==> config.mk <==
export PLATFORM = sky130hd
export DESIGN_NAME = tick_timer_scheduler
export DESIGN_NICKNAME = d
export VERILOG_FILES = /design/src/rtl/tick_timer_scheduler.sv
export SDC_FILE = /design/constraint.sdc
export NUM_CORES = 1
export LEC_CHECK = 0
export CORE_ASPECT_RATIO = 1.25
export CORE_MARGIN = 3
export CORE_UTILIZATION = 60
export DETAILED_ROUTE_END_ITERATION = 6
export GPL_ROUTABILITY_DRIVEN = 0
export HOLD_SLACK_MARGIN = 0.05
export MAX_ROUTING_LAYER = met4
export PLACE_DENSITY = 0.91
export SETUP_SLACK_MARGIN = 0.02
export SLEW_MARGIN = 10
export SYNTH_ARGS = -nofsm -noshare
export SYNTH_HDL_FRONTEND = slang
export SYNTH_SLANG_ARGS = --single-unit
==> constraint.sdc <==
create_clock -name iClk -period 8.9 [get_ports iClk]
set_input_delay 0.89 -clock iClk [delete_from_list [all_inputs] [get_ports iClk]]
set_output_delay 0.89 -clock iClk [all_outputs]
set_load 0.05 [all_outputs]
==> src/rtl/tick_timer_scheduler.sv <==
// tick_timer_scheduler: shares one prescaled interval timer among N_REQ
// requesters using round-robin arbitration. A granted requester holds the
// timer for its latched duration (in ticks) and receives a one-cycle done.
// Optional build macro SCHED_ABORT_EN: the granted requester dropping its
// request during RUN returns the scheduler to IDLE without a done pulse.
module tick_timer_scheduler #(
    parameter int N_REQ    = 4,
    parameter int DUR_W    = 8,
    parameter int TICK_DIV = 50000000
) (
    input  logic                   iClk,
    input  logic                   iRst,
    input  logic [N_REQ-1:0]       iReq,
    input  logic [N_REQ*DUR_W-1:0] iDur,
    output logic [N_REQ-1:0]       oGnt,
    output logic [N_REQ-1:0]       oDone,
    output logic                   oTick,
    output logic                   oBusy
);
    localparam int PRE_W = (TICK_DIV > 1) ? $clog2(TICK_DIV) : 1;
    localparam int PTR_W = (N_REQ > 1) ? $clog2(N_REQ) : 1;
    localparam logic [PRE_W-1:0] PRE_MAX = PRE_W'(TICK_DIV - 1);

    typedef enum logic [1:0] {IDLE, RUN, DONE} state_t;

    state_t             state, state_n;
    logic [PRE_W-1:0]   pre, pre_n;
    logic [DUR_W-1:0]   rem, rem_n;
    logic [PTR_W-1:0]   ptr, ptr_n;
    logic [N_REQ-1:0]   gnt_n, done_n;
    logic               tick_n, busy_n;

    logic               win_found;
    logic [PTR_W-1:0]   win_idx, cand;
    logic [N_REQ-1:0]   win_hot;
    logic [DUR_W-1:0]   win_dur;

    // Round-robin search: first set request at or after the pointer, wrapping.
    always_comb begin
        win_found = 1'b0;
        win_idx   = '0;
        cand      = '0;
        for (int k = 0; k < N_REQ; k++) begin
            cand = PTR_W'((int'(ptr) + k) % N_REQ);
            if (!win_found && iReq[cand]) begin
                win_found = 1'b1;
                win_idx   = cand;
            end
        end
    end

    // Winner's one-hot grant and duration field.
    always_comb begin
        win_hot = '0;
        win_dur = '0;
        for (int i = 0; i < N_REQ; i++) begin
            if (win_idx == PTR_W'(i)) begin
                win_hot[i] = 1'b1;
                win_dur    = iDur[i*DUR_W +: DUR_W];
            end
        end
    end

    // Next-state and next-output logic; outputs are registered from these.
    always_comb begin
        state_n = state;
        pre_n   = pre;
        rem_n   = rem;
        ptr_n   = ptr;
        gnt_n   = oGnt;
        done_n  = '0;
        tick_n  = 1'b0;
        case (state)
            IDLE: begin
                gnt_n = '0;
                if (win_found) begin
                    gnt_n   = win_hot;
                    rem_n   = win_dur;
                    pre_n   = '0;
                    ptr_n   = (win_idx == PTR_W'(N_REQ - 1)) ? '0 : win_idx + PTR_W'(1);
                    state_n = (win_dur == '0) ? DONE : RUN;
                end
            end
            RUN: begin
                if (pre == PRE_MAX) begin
                    pre_n = '0;
                    rem_n = rem - DUR_W'(1);
                    if (rem == DUR_W'(1)) state_n = DONE;
                end else begin
                    pre_n = pre + PRE_W'(1);
                end
`ifdef SCHED_ABORT_EN
                // Granted requester withdrew: abandon the interval silently.
                if ((iReq & oGnt) == '0) begin
                    state_n = IDLE;
                    gnt_n   = '0;
                end
`endif
            end
            DONE: begin
                state_n = IDLE;
                gnt_n   = '0;
            end
            default: begin
                state_n = IDLE;
                gnt_n   = '0;
            end
        endcase
        // Registered tick mirrors "in RUN with prescaler at its last count".
        if (state_n == DONE) done_n = gnt_n;
        if (state_n == RUN)  tick_n = (pre_n == PRE_MAX);
        busy_n = (state_n != IDLE);
    end

    // State, datapath and output registers with synchronous reset.
    always_ff @(posedge iClk) begin
        if (iRst) begin
            state <= IDLE;
            pre   <= '0;
            rem   <= '0;
            ptr   <= '0;
            oGnt  <= '0;
            oDone <= '0;
            oTick <= 1'b0;
            oBusy <= 1'b0;
        end else begin
            state <= state_n;
            pre   <= pre_n;
            rem   <= rem_n;
            ptr   <= ptr_n;
            oGnt  <= gnt_n;
            oDone <= done_n;
            oTick <= tick_n;
            oBusy <= busy_n;
        end
    end
endmodule

==> impl_results.md <==
* Core area at 5260 sq um
* Largest net degree at the start of global routing at 35
* Post-Syn Area at approximately 3400 sq um
* GRT busiest layer: met2
* First drt pass iteration count at 7
* Total global-route track usage at between 20 and 30%
* P&R area growth vs syn at 14.8%
* Setup Viol. Count Final at 0
* Failing checks: design-rule violations
* P_leak at approximately 0.0013 uW
* Initial antenna violation count at 0
* Count of flip-flops with a built-in enable after synthesis at 0
* P_int at between 300 and 400 uW
* Clock buffer depth at 2
* Skew-Pair Late Insertion Delay at 0.31 ns
* Clk network pwr share at roughly 22%
* Antenna viol nets, final at 0
* R2r endpoint: oDone[1]$_SDFF_PP0_
* Via density at 6.60
* Crit Path Category: in -> reg
* # rows at 29
* Crit path max fanout at 17
* Clock-pin slew on the worst setup and hold paths at about 0.10 ns
* # diodes at 0
* Synth async-reset ratio at 0%
* Syn Area/Cell at roughly 7.6 sq um
* CTS root buf: clkbuf_8
* I/O Pins at 48
* Utilization of the core after routing at between 70% and 80%
* Setup Slack @ Placement at 4.33 ns
* Mean routed wirelength per cell at 16.9 microns
* Final Critical Period at approximately 4.3 ns
* Switching Share at approximately two fifths
* Most common cell after layout, fill and taps aside: dfxtp_1
* Net Sw Power at roughly 240 uW
* Postcts setup bufs at 0
* Max-Cap Viols at 0
* Final HPWL DP at 6450 microns
* Count of cell types in the netlist at 66
* Global-route track usage on met2 at roughly 44%
* CTS buffer count at 5
* Cells after Synth at between 400 and 500
* Nets@finish at just over 500
* Period utilization at 48.1%
* Clk_skew at about 0.011 ns
* Worst EP arrival at ~4.5 ns
* Initial Util at roughly 64%
* Final hold violations at 0
* GRT met1 Usage at 33.9%
* Logic pwr share at 37.4%
* Setup TNS Final at 0 ns
* Height of the die at roughly 90 microns
* Status: finished with violations
* Critical R2R Launch: ptr[1]$_SDFFE_PP0P_
* DR iter-0 viols at between 300 and 400
* Layout cell share with drive strength beyond 1 at ~8%
* Most frequent cells in the layout: dfxtp_1 (48), clkdlybuf4s50_1 (47), nand2_1 (43)
* IO Port Bufs at 47
* R2R setup slack at around 5.3 ns
* CTS Hold Bufs at 0
* P per Cell Area at approximately 160 nW/um^2
* Relative slew slack at 19.9%
* HP Class: reg -> reg
* Vias in the first global route at 3,275
* CTS tree: built
* Fmax at ~230 MHz
* CP Capture Type: register
* Worst-Margin Slew at ~1.2 ns
* RSZ-0062 raised after global routing: no
* Met3 GRT Util at 4.80%
* First-pass GRT wire length at approximately 15,000 microns
* Yosys reg bits at 48
* CP required at between 9 and 10 ns
* Worst vdd ir at ~120 uV
* Grt ovf at 0
* Hold path depth at 2
* Vias at roughly 3,500
* Clk sinks at between 40 and 50
* FF-to-FF path depth at 13
* Synth Flop Type: dfxtp_1
* Endpoint, Worst Hold: rem[6]$_SDFFE_PP0P_
* Die area at between 6000 and 7000 sq um
* H-tree lvl count at 2
* Sequential power share at 40.2%
* Final WS setup at between 4 and 5 ns
* Sequential fraction of the synthesis area at 28.5%
* Final wirelength at about 9000 microns
* Slew Viols, Final at 0
* Crit start category: input port
* Die width at ~73 microns
* Syn_nets at a little under 500
* Synth Warn # at 0
* PostCTS Resize Cnt at 0
* Drt drc at 2
* Hold path start: rem[6]$_SDFFE_PP0P_
worst max path at each step:
| stage | slack [ns] | to | start |
|---|---|---|---|
| detailed placement | 4.33 | oDone[3]$_SDFF_PP0_ | iReq[3] |
| global route | 4.31 | oDone[1]$_SDFF_PP0_ | iReq[3] |
| finish | 4.62 | oDone[1]$_SDFF_PP0_ | iReq[3] |
| global placement | 4.59 | oDone[2]$_SDFF_PP0_ | iReq[3] |
| CTS | 4.65 | oDone[3]$_SDFF_PP0_ | iReq[3] |
| floorplan | 5.47 | oDone[0]$_SDFF_PP0_ | iReq[0] |
routing by layer:
layer  wire length [microns]  vias to the layer above
met3                     622                       32
li1                        -                     1679
met2                    4470                      165
met4                     310                        0
met5                       0                        -
met1                    3500                     1609
worst max-delay path, stage by stage:
cell and delay, ns:
clkdlybuf4s50_1 0.56, inv_1 0.09, a22oi_1 0.16, o22ai_1 0.12, a31oi_1 0.19, and2_1 0.21
ha_1 0.44, nand3b_1 0.17, a311oi_1 0.11, a2111oi_0 0.58, nand4_1 0.21, or4_1 0.44
o21ai_1 0.20, and2_1 0.18
cells in the mapped netlist, types with 11 or more instances:
master / number / area share (%)
o21ai_0: 27 / 4.0
nand3b_1: 13 / 2.9
nand2_1: 43 / 4.8
and2_1: 15 / 2.8
a311oi_1: 11 / 2.9
a21oi_1: 32 / 4.7
clkbuf_1: 16 / 1.8
nand3_1: 12 / 1.8
inv_1: 17 / 1.9
nor2_1: 38 / 4.2
dfxtp_1: 48 / 28
final cells by class:
type                       count  area [sq um]
clock buffer                   5          68.8
clock inverter                 3          26.3
fill                         418          1390
inverter                      18          67.6
multi-input combinational    342          2180
sequential                    48           961
tap                           62          77.6
timing repair buffer          50           493
metrics by stage:
step / power (uW) / cell area (sq um) / hold WS, ns / cells
after floorplan: 421 / 3370 / 0.443 / 441
after global placement: 477 / 3780 / 0.466 / 520
after detailed placement: 487 / 3780 / 0.478 / 520
after CTS: 624 / 3870 / 0.489 / 528
after global routing: 665 / 3870 / 0.513 / 528
final: 626 / 3870 / 0.487 / 528
kinds of logic after synthesis:
kind of cell,count (synthesis),share of synthesized area (%)
XOR/XNOR,8,2.08
AND/OR/NAND/NOR,198,33.7
AO/OA/AOI/OAI,128,25.9
multiplexers,1,0.297
buffers and inverters,51,6.90
adder cells (fa/ha/maj),7,2.60
flip-flops,48,28.5
power groups by stage:
stage               Sequential, uW  Combinational (uW)  Clock [uW]
floorplan                      261                 160           0
global placement               254                 223           0
detailed placement             256                 231           0
CTS                            251                 232         141
global route                   254                 258         152
finish                         252                 234         140
state kept, by name, summed over array words and instances (netlist names):
signal,count
oBusy,1
oGnt,4
rem,8
oTick,1
state,2
ptr,2
pre,26
oDone,4
Power figures use the tool's default switching activity.
